==> src/rtl/rmii_tx_framer_pkg.sv <==
// rmii_tx_pkg: shared state encoding, framing constants and CRC-32 byte step for the RMII transmit framer.
package rmii_tx_pkg;
    typedef enum logic [4:0] {
        IDLE = 5'b00001,
        PRE  = 5'b00010,
        DATA = 5'b00100,
        FCS  = 5'b01000,
        GAP  = 5'b10000
    } state_t;
    localparam logic [7:0] SFD_BYTE = 8'hD5;
    localparam logic [7:0] PRE_BYTE = 8'h55;
    localparam logic [31:0] CRC_INIT = 32'hFFFFFFFF;
    localparam logic [31:0] CRC_POLY_REFL = 32'hEDB88320;
    localparam logic [31:0] CRC_RESIDUE = 32'hDEBB20E3;
    function automatic logic [31:0] crc32_byte(input logic [31:0] crc, input logic [7:0] data);
        logic [31:0] c;
        c = crc ^ {24'h0, data};
        for (int i = 0; i < 8; i++) c = c[0] ? ((c >> 1) ^ CRC_POLY_REFL) : (c >> 1);
        return c;
    endfunction
endpackage

==> src/rtl/rmii_tx_framer_if.sv <==
// rmii_tx_framer_if: payload byte handshake between the MAC (master) and the framer (slave).
interface rmii_tx_framer_if;
    logic [7:0] tx_data;
    logic       tx_valid;
    logic       tx_last;
    logic       tx_ready;
    modport master(output tx_data, tx_valid, tx_last, input tx_ready);
    modport slave(input tx_data, tx_valid, tx_last, output tx_ready);
endinterface

==> src/rtl/rmii_crc32_byte.sv <==
// rmii_crc32_byte: reflected CRC-32 accumulator, one byte per enable, cleared at frame start.
module rmii_crc32_byte
    import rmii_tx_pkg::*;
(
    input  logic        clock,
    input  logic        reset_n,
    input  logic        clear,
    input  logic        enable,
    input  logic [7:0]  data,
    output logic [31:0] crc
);
    logic [31:0] crc_next;
    assign crc_next = crc32_byte(crc, data);
    always_ff @(posedge clock or negedge reset_n) begin
        if (!reset_n) crc <= CRC_INIT;
        else if (clear) crc <= CRC_INIT;
        else if (enable) crc <= crc_next;
    end
endmodule

==> src/rtl/rmii_tx_framer.sv <==
// rmii_tx_framer: RMII transmit framer (preamble/SFD, payload, gap) at 100M or 10M in the 50 MHz domain.
// Define RMII_TX_FCS_EN to append a CRC-32 FCS after the payload.
module rmii_tx_framer
    import rmii_tx_pkg::*;
#(
    parameter int PREAMBLE_LEN = 7,
    parameter int IFG_BYTES    = 12,
    parameter int SLOW_DIV     = 10
) (
    input  logic             clock,
    input  logic             reset_n,
    input  logic             speed_10,
    rmii_tx_framer_if.slave  tx,
    output logic             active,
    output logic             underrun,
    output logic [1:0]       PHY_TX,
    output logic             PHY_TX_EN
);
    localparam int DW = $clog2(SLOW_DIV);
`ifdef RMII_TX_FCS_EN
    localparam state_t AFTER_DATA = FCS;
`else
    localparam state_t AFTER_DATA = GAP;
`endif
    state_t state, state_n;
    logic [4:0] cnt, cnt_n;
    logic [1:0] dib, dib_n;
    logic [DW-1:0] div, div_n;
    logic [7:0] cur, cur_n, byte_n;
    logic last, last_n, spd, spd_n, ready, tick, bend, en_n;
    assign tick = ~spd | (div == DW'(SLOW_DIV - 1));
    assign bend = tick & (dib == 2'd3);
    assign ready = bend & ((state == PRE & cnt == 5'(PREAMBLE_LEN)) | (state == DATA & ~last));
    assign tx.tx_ready = ready;
    assign underrun = ready & ~tx.tx_valid;
    assign active = state != IDLE;
    always_comb begin
        state_n = state;
        cnt_n = cnt;
        dib_n = dib;
        div_n = div;
        cur_n = cur;
        last_n = last;
        spd_n = spd;
        if (state != IDLE) begin
            div_n = tick ? '0 : div + DW'(1);
            dib_n = tick ? dib + 2'd1 : dib;
        end
        case (state)
            IDLE: if (tx.tx_valid) begin
                state_n = PRE;
                spd_n = speed_10;
                cnt_n = '0;
                dib_n = '0;
                div_n = '0;
            end
            PRE: if (bend) cnt_n = cnt + 5'd1;
            DATA: if (bend && last) begin
                state_n = AFTER_DATA;
                cnt_n = '0;
            end
`ifdef RMII_TX_FCS_EN
            FCS: if (bend) begin
                state_n = (cnt == 5'd3) ? GAP : FCS;
                cnt_n = (cnt == 5'd3) ? '0 : cnt + 5'd1;
            end
`endif
            GAP: if (bend) begin
                state_n = (cnt == 5'(IFG_BYTES - 1)) ? IDLE : GAP;
                cnt_n = (cnt == 5'(IFG_BYTES - 1)) ? '0 : cnt + 5'd1;
            end
            default: ;
        endcase
        // a missing byte at fetch truncates the frame straight into the gap
        if (ready) begin
            state_n = tx.tx_valid ? DATA : GAP;
            cnt_n = '0;
            cur_n = tx.tx_data;
            last_n = tx.tx_last;
        end
    end
`ifdef RMII_TX_FCS_EN
    logic [31:0] crc;
    rmii_crc32_byte u_crc (
        .clock   (clock),
        .reset_n (reset_n),
        .clear   (state == IDLE && tx.tx_valid),
        .enable  (ready && tx.tx_valid),
        .data    (tx.tx_data),
        .crc     (crc)
    );
    assign byte_n = state_n == PRE ? (cnt_n == 5'(PREAMBLE_LEN) ? SFD_BYTE : PRE_BYTE)
                  : state_n == FCS ? ~crc[{cnt_n[1:0], 3'b000} +: 8] : cur_n;
`else
    assign byte_n = state_n == PRE ? (cnt_n == 5'(PREAMBLE_LEN) ? SFD_BYTE : PRE_BYTE) : cur_n;
`endif
    assign en_n = ~(state_n == IDLE || state_n == GAP);
    always_ff @(posedge clock or negedge reset_n) begin
        if (!reset_n) begin
            state <= IDLE;
            cnt <= '0;
            dib <= '0;
            div <= '0;
            cur <= '0;
            last <= 1'b0;
            spd <= 1'b0;
            PHY_TX <= 2'b00;
            PHY_TX_EN <= 1'b0;
        end else begin
            state <= state_n;
            cnt <= cnt_n;
            dib <= dib_n;
            div <= div_n;
            cur <= cur_n;
            last <= last_n;
            spd <= spd_n;
            PHY_TX <= en_n ? byte_n[{dib_n, 1'b0} +: 2] : 2'b00;
            PHY_TX_EN <= en_n;
        end
    end
endmodule

==> src/flat_wrapper.sv <==
// flat-port wrapper written by rule: the top's interface ports become plain ports
module rmii_tx_framer_flat import rmii_tx_pkg::*;
#(
    parameter int PREAMBLE_LEN = 7,
    parameter int IFG_BYTES    = 12,
    parameter int SLOW_DIV     = 10
)
  (clock, reset_n, speed_10, active, underrun, PHY_TX, PHY_TX_EN, tx_tx_data, tx_tx_valid, tx_tx_last, tx_tx_ready);
  rmii_tx_framer_if tx_i ();
  input  logic clock;
  input  logic reset_n;
  input  logic speed_10;
  output logic active;
  output logic underrun;
  output logic [1:0] PHY_TX;
  output logic PHY_TX_EN;
  input wire logic [$bits(tx_i.tx_data)-1:0] tx_tx_data;
  input wire logic [$bits(tx_i.tx_valid)-1:0] tx_tx_valid;
  input wire logic [$bits(tx_i.tx_last)-1:0] tx_tx_last;
  output wire logic [$bits(tx_i.tx_ready)-1:0] tx_tx_ready;
  assign tx_i.tx_data = tx_tx_data;
  assign tx_i.tx_valid = tx_tx_valid;
  assign tx_i.tx_last = tx_tx_last;
  assign tx_tx_ready = tx_i.tx_ready;
  rmii_tx_framer #(.PREAMBLE_LEN(PREAMBLE_LEN), .IFG_BYTES(IFG_BYTES), .SLOW_DIV(SLOW_DIV)) u_core (.clock(clock), .reset_n(reset_n), .speed_10(speed_10), .tx(tx_i), .active(active), .underrun(underrun), .PHY_TX(PHY_TX), .PHY_TX_EN(PHY_TX_EN));
endmodule
==> config.mk <==
export PLATFORM = sky130hd
export DESIGN_NAME = rmii_tx_framer_flat
export DESIGN_NICKNAME = d
export VERILOG_FILES = /design/src/rtl/rmii_tx_framer_pkg.sv /design/src/rtl/rmii_tx_framer_if.sv /design/src/rtl/rmii_crc32_byte.sv /design/src/rtl/rmii_tx_framer.sv /design/src/flat_wrapper.sv
export SDC_FILE = /design/constraint.sdc
export NUM_CORES = 1
export LEC_CHECK = 0
export ABC_AREA = 1
export ABC_CLOCK_PERIOD_IN_PS = 5600
export CAP_MARGIN = 5
export CORE_AREA = 3 3 78 80
export DETAILED_ROUTE_END_ITERATION = 16
export DIE_AREA = 0 0 81 83
export PLACE_DENSITY = 0.49
export SYNTH_ARGS = -nofsm -noshare
export SYNTH_HDL_FRONTEND = slang
export SYNTH_HIERARCHICAL = 1
export SYNTH_SLANG_ARGS = --single-unit
==> constraint.sdc <==
create_clock -name clock -period 5.6 [get_ports clock]
set_input_delay 1.12 -clock clock [delete_from_list [all_inputs] [get_ports clock]]
set_output_delay 1.12 -clock clock [all_outputs]
set_load 0.01 [all_outputs]
# == Yosys cells after proc, flatten, opt, wreduce, memory -nomap -nowiden ==
# Cells that the tools add are included.
# Widths: inputs -> output; s select.
# word_totals
regBits,29
mem_bits_rw,0
mem_count,0
output_inout_bits,6
in_bits,13
mem_bits_ro,0
latch_bits,0
# classes
eq_ne,13
bitwise,11
n_addsub,3
n_reduce_logical,3
div,0
shifts,1
order_cmp,0
mux,26
n_mul,0
# ops
operator,n
$mux 5,12
$mux 8,3
$pmux 5 s4,1
$mux 4,4
$eq 5x3->1 const B,3
$pmux 5 s3,1
$eq 5x1->1 const B,2
$eq 5x2->1 const B,2
$eq 5x5->1 const B,2
$mux 2,5
$shiftx 8x4->2,1
$add 5x1->5 const B,1
$and 1x1->1,5
$eq 5x4->1 const B,1
$ne 5x1->1 const B,1
$add 4x1->4 const B,1
$eq 4x4->1 const B,1
$not 1->1,4
$add 2x1->2 const B,1
$eq 2x2->1 const B,1
$or 1x1->1,2
$reduce_and 2->1,1
$logic_and 1x1->1,1
$logic_or 1x1->1,1

# == Logic depth before layout (Yosys ltp) ==
# Gate-level depths: netlist of the first run.
# depth
word_depth,12
mapped_depth,15
mapped_depth_nobuf,15

# == Worst setup path before layout of the first run ==
# OpenSTA, ideal clock, no wires.
# synth_timing
path_kind,input to output
start,input tx_tx_valid
end,output underrun
slack_ns,3.160
t_required_ns,4.480
cell_stages,1
arrival_ns,1.320
path_cell_list,nor2_1
# synth_between
elab_chain_cells,2
# synth_lines
element,line_no,text
"start, declared",flat_wrapper.sv:18,input wire logic [$bits(tx_i.tx_valid)-1:0] tx_tx_valid;
$not 1->1,rmii_tx_framer.sv:35,assign underrun = ready & ~tx.tx_valid;
$and 1x1->1,rmii_tx_framer.sv:35,
"end, declared",flat_wrapper.sv:14,output logic underrun;
# No other way between the ends.

# == Worst setup path after layout of the first run ==
# layout_timing
start,register u_core.div[1]
end,output underrun
# layout_between
elab_chain_cells,5
# layout_lines
element,line_no,text
"start, declared",rmii_tx_framer.sv:28,"logic [DW-1:0] div, div_n;"
"start signal, assigned",rmii_tx_framer.sv:113,div <= div_n;
$eq 4x4->1,rmii_tx_framer.sv:31,assign tick = ~spd | (div == DW'(SLOW_DIV - 1));
$or 1x1->1,rmii_tx_framer.sv:31,
$and 1x1->1,rmii_tx_framer.sv:32,assign bend = tick & (dib == 2'd3);
$and 1x1->1,rmii_tx_framer.sv:33,assign ready = bend & ((state == PRE & cnt == 5'(PREAMBLE_LEN)) | (state == DATA & ~last));
$and 1x1->1,rmii_tx_framer.sv:35,
# No other way between the ends.

==> impl_metrics.tcl, run 1 <==
set metrics [dict create \
    post_cts_buffers 0 \
    dieArea_sq_um 6723 \
    rsz0062_at_grt "false" \
    synth_edf_count 0 \
    cp-start-kind "register" \
    placed_area_sq_um 2016 \
    cts_sinks 29 \
    first_global_vias 1449 \
    drc 0 \
    routedWlPerCell_um 11.87 \
    outcome "finished, final reports clean" \
    place_hpwl_um 2957 \
    combPwrFrac 0.265 \
    io_buffers 18 \
    fill_cells 601 \
    post_cts_resized 0 \
    htreeDepth 2 \
    fin_crit_ns 3.407 \
    postLayoutCellArea_sq_um 2102 \
    crit_arrival_ns 2.29 \
    maxSlewViolCount 0 \
    synthArstFlopShare 1.000 \
    drive_gt1_frac 0.1407 \
    final_nets 279 \
    tns_ns 0 \
    syn_area_sq_um 1774 \
    path_class "reg -> out" \
    synth-seq-cells 29 \
    wirelength_um 3978 \
    slowest_delay_ns 0.56 \
    grt_max_degree 30 \
    crit_top_cell "nand2_4" \
    fin_skew_ns 0.01081 \
    synth_area_leader_cell "dfrtp_1" \
    crit_chain "inv_1, ha_1, nand3_2, nand2_4, nand2_4, inv_1, nand2_4, nor2_1, clkdlybuf4s50_1" \
    synth_top_area_frac 0.3949 \
    synth.top_cells.by_area "dfrtp_1 39%, nand2_1 15%, inv_1 7.2%, nand3_1 4.2%, nor2_1 3.8%" \
    p_sw_frac 0.3300 \
    drt-initial-drc-count 62 \
    vdd.ir_drop.worst_v 0.0001627 \
    p_seq_frac 0.426 \
    antennaDiodeCount 0 \
    grt.overflow.total 0 \
    areaGrowthSynthToFinish_pct 18.48 \
    clk_pin_slew_ns 0.07 \
    leakagePower_nw 1.102 \
    synth_cells 239 \
    core-area_sq_um 5473 \
    synth_cell_types 28 \
    cp_slowest_cell "clkdlybuf4s50_1" \
    hold_violations 0 \
    boundaryPins 19 \
    initial_utilization 0.3242 \
    setup_viol_count_final 0 \
    relSlewSlack 0.7414 \
    postCtsHoldBufs 0 \
    cts_made_buffers 5 \
    drtPass1Iterations 4 \
    grt_first_pass_wirelength_um 6920 \
    cp-end-kind "output pin" \
    p_switching_uw 182.7 \
    p_int_uw 371.1 \
    dieHeight_um 83 \
    place_congestion 0.7933 \
    finalCritPeriodShare 0.6085 \
    fmax_mhz 293.5 \
    synth-main-ff-cell "dfrtp_1" \
    synth-seq-area-share 0.4097 \
    num_rows 27 \
    root_buffer "clkbuf_8" \
    vias 1503 \
    syn_nets 256 \
    avgSynthCellArea_sq_um 7.423 \
    cts_tree "done" \
    crit_fanout 16 \
    tightest_slew_ns 0.3849 \
    ant_nets 0 \
    yosys_warnings 6 \
    die_width_um 81 \
    crit_required_ns 4.48 \
    drv_cap 0 \
    antenna_found_initial 0 \
    worstHoldPathType "reg -> reg" \
    clock_latency_ns 0.29 \
    clockBufferDepth 2 \
    via_per_inst 4.487 \
    p_clk_frac 0.310 \
    groute.usage.overall 0.1322 \
    p_per_area_nw_per_um2 263.5 \
]
==> cell usage after synthesis (4+ instances only) <==
library cell / instances
nor3_1: 5
nand2_4: 4
nand2_1: 73
dfrtp_1: 28
a21oi_1: 10
nand3_2: 4
nand3_1: 15
nor2_2: 7
ha_1: 4
nor2_1: 18
inv_1: 34
o21ai_1: 5
nand2_2: 7
o21ai_0: 6
==> per-layer routing <==
| metal | track usage | part of all wire | vias up |
|---|---|---|---|
| met4 | 0.05223 | 0.0075 | 0 |
| li1 | - | - | 793 |
| met1 | 0.1749 | 0.50 | 682 |
| met2 | 0.2016 | 0.46 | 24 |
| met5 | 0 | 0 | - |
| met3 | 0.03688 | 0.036 | 4 |
==> area by class of cell <==
| type | instances | area, sq um | area share |
|---|---|---|---|
| clock inverters | 3 | 17.52 | 0.008333 |
| multi-input cells | 170 | 868.3 | 0.4131 |
| repair buffers | 20 | 195.2 | 0.09286 |
| clock buffers | 5 | 68.82 | 0.03274 |
| inverters | 36 | 135.1 | 0.06429 |
| well taps | 72 | 90.09 | 0.04286 |
| flip-flops and latches | 29 | 726.9 | 0.3458 |
==> cell families after synthesis <==
group / Yosys count / share of synthesized area
AND/OR/NAND/NOR: 138 / 0.3702
buffers and inverters: 40 / 0.1008
flip-flops: 29 / 0.4097
AO/OA/AOI/OAI: 27 / 0.08604
adder cells (fa/ha/maj): 4 / 0.02821
XOR/XNOR: 1 / 0.004937
==> worst max-delay path, delay by kind of cell, from the launching register on <==
kind / cells / cell delay, ns
fa+ha+maj: 1 / 0.16
buf+inv: 3 / 0.84
flops: 1 / 0.38
simple gates: 5 / 0.63
==> cell usage in the layout (no fill, tap or decap), types with 2 or more instances in the layout <==
| cell | count |
|---|---|
| a21oi_1 | 10 |
| buf_4 | 2 |
| clkbuf_8 | 5 |
| clkdlybuf4s50_1 | 18 |
| clkinv_2 | 2 |
| dfrtp_1 | 28 |
| ha_1 | 4 |
| inv_1 | 34 |
| nand2_1 | 73 |
| nand2_2 | 7 |
| nand2_4 | 4 |
| nand3_1 | 15 |
| nand3_2 | 4 |
| nand4_1 | 2 |
| nor2_1 | 18 |
| nor2_2 | 7 |
| nor3_1 | 5 |
| o211ai_1 | 3 |
| o21ai_0 | 6 |
| o21ai_1 | 5 |
==> metrics by stage <==
step	std cells	util	hold slack (ns)	worst slack [ns]	power, mW
global route	335	0.3841	0.5078	2.026	0.5938
finish	335	0.3841	0.4787	2.193	0.5538
floorplan	239	-	0.4445	3.160	0.3356
detailed placement	327	0.3683	0.4647	2.216	0.3878
global placement	327	0.3683	0.4587	2.221	0.3883
CTS	335	0.3841	0.4827	2.156	0.5642
==> sequential cells by signal (all words and copies together) (netlist names) <==
name              cells
u_core/spd            1
u_core/last           1
u_core/state          5
u_core/cur            8
u_core/PHY_TX_EN      1
u_core/cnt            5
u_core/div            4
u_core/dib            2
u_core/PHY_TX         2
==> final timing paths <==
kind                            slack, ns               end  cells past startpoint             from
worst max-delay path                 2.19          underrun                      9    u_core/div[1]
worst min-delay path                 0.48     u_core/cur[5]                      2    u_core/cur[5]
worst min register to register       0.48     u_core/cur[5]                      2    u_core/cur[5]
max in group asynchronous            4.06   u_core/state[0]                      2          reset_n
worst max register to register       3.42  u_core/PHY_TX[0]                     11  u_core/state[0]
min in group asynchronous            1.22     u_core/div[1]                      2          reset_n
==> power by group through the flow <==
stage          Clock (mW)  Combinational (mW)  Sequential [mW]
5_1_grt             0.188               0.168            0.237
4_1_cts             0.180               0.148            0.236
2_1_floorplan           0              0.0922            0.243
3_3_place_gp            0               0.147            0.241
6_report            0.171               0.147            0.236
3_5_place_dp            0               0.148            0.240
No activity file was read; power rests on OpenSTA's default activity.
==> run 2, diff against run 1 <==
- ABC_CLOCK_PERIOD_IN_PS: 5600 -> 2900
- PLACE_DENSITY: 0.49 -> 0.51
- clock period: 5.6 -> 2.9 ns (I/O delays scaled with it)
==> run 2 against run 1 <==
  * Wire length rose by 0.53%
  * Critical path depth did not move
  * Clock power up 110%
  * Combinational power is 100% higher
  * Clock-buffer cell count is 2 higher
  * Highest routed layer unchanged
==> impl_metrics.tcl, run 2 (same netlist as run 1, synthesis figures left out) <==
set metrics [dict create \
    p_per_area_nw_per_um2 524.6 \
    crit_required_ns 2.32 \
    antenna_found_initial 0 \
    place_congestion 0.7939 \
    drc 0 \
    areaGrowthSynthToFinish_pct 20.45 \
    largest_register "u_core/cur" \
    finalPower_mw 1.121 \
    core-area_sq_um 5473 \
    cts_sinks 29 \
    path_class "reg -> out" \
    crit_top_cell "nand2_4" \
    clockBufferDepth 2 \
    fill_cells 602 \
    finalCoreUtilization 0.3905 \
    crit_arrival_ns 2.14 \
    drt-initial-drc-count 86 \
    cp-start-kind "register" \
    grt_first_pass_wirelength_um 6934 \
    fin_skew_ns 0.002877 \
    largest_registers "u_core/cur: 8 flops, u_core/cnt: 5 flops, u_core/state: 5 flops" \
    grt_max_degree 30 \
    dieArea_sq_um 6723 \
    outcome "finished, final reports clean" \
    startpoint "u_core/div[1]" \
    whs_ns 0.4792 \
    postCtsHoldBufs 0 \
    setup_viol_count_final 0 \
    cts_tree "done" \
    setup_ws_ns 0.1807 \
    num_rows 27 \
    crit_cells 9 \
    fmax_mhz 367.7 \
    postLayoutCellArea_sq_um 2137 \
    relSlewSlack 0.7387 \
    tns_ns 0 \
    cp-end-kind "output pin" \
    critPathBufInv 3 \
    first_global_vias 1462 \
    via_per_inst 4.503 \
    grt.overflow.total 0 \
    fin_crit_ns 2.719 \
    place_hpwl_um 3035 \
    final_cell_mix "73 x nand2_1, 33 x inv_1, 28 x dfrtp_1, 18 x clkdlybuf4s50_1, 18 x nor2_1" \
    groute.usage.overall 0.1312 \
    root_buffer "clkbuf_8" \
    routedWlPerCell_um 11.90 \
    die_width_um 81 \
    wirelength_um 3999 \
    dpl_worst_slack_ns 0.3185 \
    hp-start "u_core/cur[3]" \
    initial_utilization 0.3242 \
    maxSlewViolCount 0 \
    crit_fanout 16 \
    finalCritPeriodShare 0.9377 \
    drv_cap 0 \
    ant_nets 0 \
    tightest_slew_ns 0.3890 \
    leakagePower_nw 1.097 \
    io_buffers 18 \
    drive_gt1_frac 0.1477 \
    final_nets 280 \
    htreeDepth 2 \
    final_cells 336 \
    drtPass1Iterations 4 \
    antennaDiodeCount 0 \
    hold_depth 2 \
    cp_top_family "buffers and inverters" \
    dieHeight_um 83 \
    cts_made_buffers 5 \
    largest_register_ffs 8 \
    placed_area_sq_um 2016 \
    hold_violations 0 \
    clk_pin_slew_ns 0.06 \
    rsz0062_at_grt "false" \
    layout_commonest_cell "nand2_1" \
    clock_latency_ns 0.27 \
    place_inst 327 \
    vdd.ir_drop.worst_v 0.0003645 \
    cp_slowest_cell "clkdlybuf4s50_1" \
    boundaryPins 19 \
    vias 1513 \
    r2r-start "u_core/state[0]" \
    slowest_delay_ns 0.55 \
    reg2regPathDepth 11 \
    worstHoldPathType "reg -> reg" \
    crit_chain "inv_1, ha_1, nand3_2, nand2_4, nand2_4, clkinvlp_4, nand2_8, nor2_1, clkdlybuf4s50_1" \
]
## run 2: path summary, 6_finish.rpt
path | to | slack [ns]
worst max-delay path | underrun | 0.18
worst min-delay path | u_core/cur[3] | 0.48
worst max register to register | u_core/PHY_TX[0] | 0.73
worst min register to register | u_core/cur[3] | 0.48
max in group asynchronous | u_core/state[0] | 1.90
min in group asynchronous | u_core/div[2] | 0.68
## run 2: worst min-delay path: cells and delay by family (launching register included)
kind / cells / cell delay [ns]
simple gates: 2 / 0.12
flops: 1 / 0.32
## run 2: report_power, final
part	switching [mW]	leakage (nW)	internal [mW]	total [mW]
sequential	0.0182	0.353	0.439	0.458
combinational	0.177	0.689	0.120	0.298
clock	0.152	0.0542	0.214	0.366
## run 2: layer usage
layer | vias to the layer above | track usage | share of wire
li1 | 801 | - | -
met1 | 683 | 0.1857 | 0.48
met2 | 27 | 0.2016 | 0.48
met3 | 2 | 0.02603 | 0.042
met4 | 0 | 0.03687 | 0.0065
met5 | - | 0 | 0
## run 2: final cells by class
cell class,instances,area (sq um),area share
clock buffers,7,96.34,0.04508
clock inverters,1,5.005,0.002342
inverters,36,138.9,0.06499
multi-input cells,170,877.1,0.4104
flip-flops and latches,29,726.9,0.3402
well taps,72,90.09,0.04215
repair buffers,21,202.7,0.09485
## run 2: what timing repair did
action	in CTS	in global routing
endpoints found under the setup margin	0	1
buffers inserted	0	1
gates resized for setup	0	2
==> run 3, diff against run 2 <==
- PLACE_DENSITY: 0.51 -> unset
==> run 3 against run 2 <==
  * Critical path depth shrank 1
  * Register-to-register slack worse by 0.02 ns
  * Clock power barely moved
  * Sequential share of layout area hardly changed
  * Power about the same
  * Cell area increased by 0.12%
  * Highest routed layer unchanged
==> impl_metrics.tcl, run 3 (same netlist as run 1, synthesis figures left out) <==
set metrics [dict create \
    clk_pin_slew_ns 0.06 \
    grt.overflow.total 0 \
    initial_utilization 0.3242 \
    drive_gt1_frac 0.1515 \
    p_switching_uw 347.3 \
    critPathBufInv 1 \
    setup_ws_ns 0.2111 \
    final_nets 280 \
    groute.usage.overall 0.1325 \
    io_buffers 18 \
    final_cells 336 \
    p_seq_frac 0.407 \
    clockBufferDepth 2 \
    largest_registers "u_core/cur: 8 flops, u_core/cnt: 5 flops, u_core/state: 5 flops" \
    fmax_mhz 371.9 \
    fin_crit_ns 2.689 \
    die_width_um 81 \
    largest_register "u_core/cur" \
    crit_chain "ha_1, nand2_1, nor3_4, nand2_2, nand2_2, nand2_8, nor2_2, clkdlybuf4s50_1" \
    combPwrFrac 0.267 \
    finalCritPeriodShare 0.9272 \
    first_global_vias 1446 \
    num_rows 27 \
    p_clk_frac 0.326 \
    via_per_inst 4.527 \
    cp_top_family "simple AND/OR/NAND/NOR gates" \
    place_congestion 0.8873 \
    tightest_slew_ns 0.3885 \
    outcome "finished, final reports clean" \
    grt_max_degree 30 \
    relSlewSlack 0.7410 \
    fin_skew_ns 0.002449 \
    wirelength_um 3898 \
    leakagePower_nw 1.096 \
    antennaDiodeCount 0 \
    worstHoldPathType "reg -> reg" \
    cts_sinks 29 \
    antenna_found_initial 0 \
    dieArea_sq_um 6723 \
    final_cell_mix "73 x nand2_1, 33 x inv_1, 28 x dfrtp_1, 18 x clkdlybuf4s50_1, 17 x nor2_1" \
    routedWlPerCell_um 11.60 \
    cp-end-kind "output pin" \
    maxSlewViolCount 0 \
    postCtsHoldBufs 0 \
    tns_ns 0 \
    vdd.ir_drop.worst_v 0.0003863 \
    vias 1521 \
    areaGrowthSynthToFinish_pct 20.59 \
    place_inst 327 \
    p_per_area_nw_per_um2 524.1 \
    finalCoreUtilization 0.3909 \
    drt-initial-drc-count 73 \
    rsz0062_at_grt "false" \
    path_class "reg -> out" \
    fill_cells 576 \
    crit_top_cell "nand2_2" \
    clock_latency_ns 0.27 \
    dpl_worst_slack_ns 0.3213 \
    crit_required_ns 2.32 \
    p_int_uw 774.0 \
    core-area_sq_um 5473 \
    boundaryPins 19 \
    cp-start-kind "register" \
    crit_fanout 16 \
    ant_nets 0 \
    drv_cap 0 \
    root_buffer "clkbuf_8" \
    cts_tree "done" \
    cp_slowest_cell "clkdlybuf4s50_1" \
    hold_violations 0 \
    cts_made_buffers 5 \
    p_sw_frac 0.3097 \
    crit_arrival_ns 2.11 \
    setup_viol_count_final 0 \
    slowest_delay_ns 0.54 \
    drtPass1Iterations 4 \
    layout_commonest_cell "nand2_1" \
    htreeDepth 2 \
    finalPower_mw 1.121 \
    grt_first_pass_wirelength_um 6969 \
    drc 0 \
    place_hpwl_um 2948 \
    dieHeight_um 83 \
    largest_register_ffs 8 \
]
==> run 3: layout make-up <==
type / instances / area [sq um] / share of cell area
inverters: 36 / 138.9 / 0.06491
well taps: 72 / 90.09 / 0.04211
flip-flops and latches: 29 / 726.9 / 0.3398
multi-input cells: 170 / 879.6 / 0.4111
clock buffers: 7 / 96.34 / 0.04503
repair buffers: 21 / 202.7 / 0.09474
clock inverters: 1 / 5.005 / 0.002339
==> run 3: layer usage <==
layer,GRT usage,wire [um],part of all wire,up-vias
met5,0,0,0,-
met4,0.05376,75,0.019,0
met3,0.03254,113,0.029,5
met2,0.2031,1815,0.47,24
met1,0.1765,1894,0.49,694
li1,-,-,-,798
==> run 3: final timing paths <==
check | from | endpoint | slack [ns] | depth (start not counted)
min in group asynchronous | reset_n | u_core/div[2] | 0.70 | 2
max in group asynchronous | reset_n | u_core/state[0] | 1.87 | 2
min reg2reg | u_core/cur[3] | u_core/cur[3] | 0.48 | 2
max reg2reg | u_core/state[0] | u_core/PHY_TX[1] | 0.71 | 11
max | u_core/cnt[1] | underrun | 0.21 | 8
min | u_core/cur[3] | u_core/cur[3] | 0.48 | 2
==> run 3: stage by stage <==
stage                     area [sq um]  hold slack, ns
final                             2140          0.4799
after detailed placement          2016          0.4663
after global placement            2016          0.4652
after floorplan                   1774          0.2844
after CTS                         2117          0.4830
after global routing              2140          0.5205
==> run 3: tightest hold or removal path: stages (launching register included) <==
cell	delay (ns)
dfrtp_1	0.32
nand2_1	0.05
nand2_1	0.08
==> run 3: power by group through the flow <==
stage	Sequential, mW	Combinational [mW]	Clock, mW
global route	0.460	0.342	0.397
finish	0.457	0.299	0.365
CTS	0.457	0.284	0.380
detailed placement	0.464	0.281	0
global placement	0.465	0.277	0
floorplan	0.470	0.178	0
==> run 3: repair_timing <==
action,CTS,global route
buffers inserted,0,1
endpoints found under the hold margin,0,0
resized for setup,0,3
setup endpoints to repair,0,1
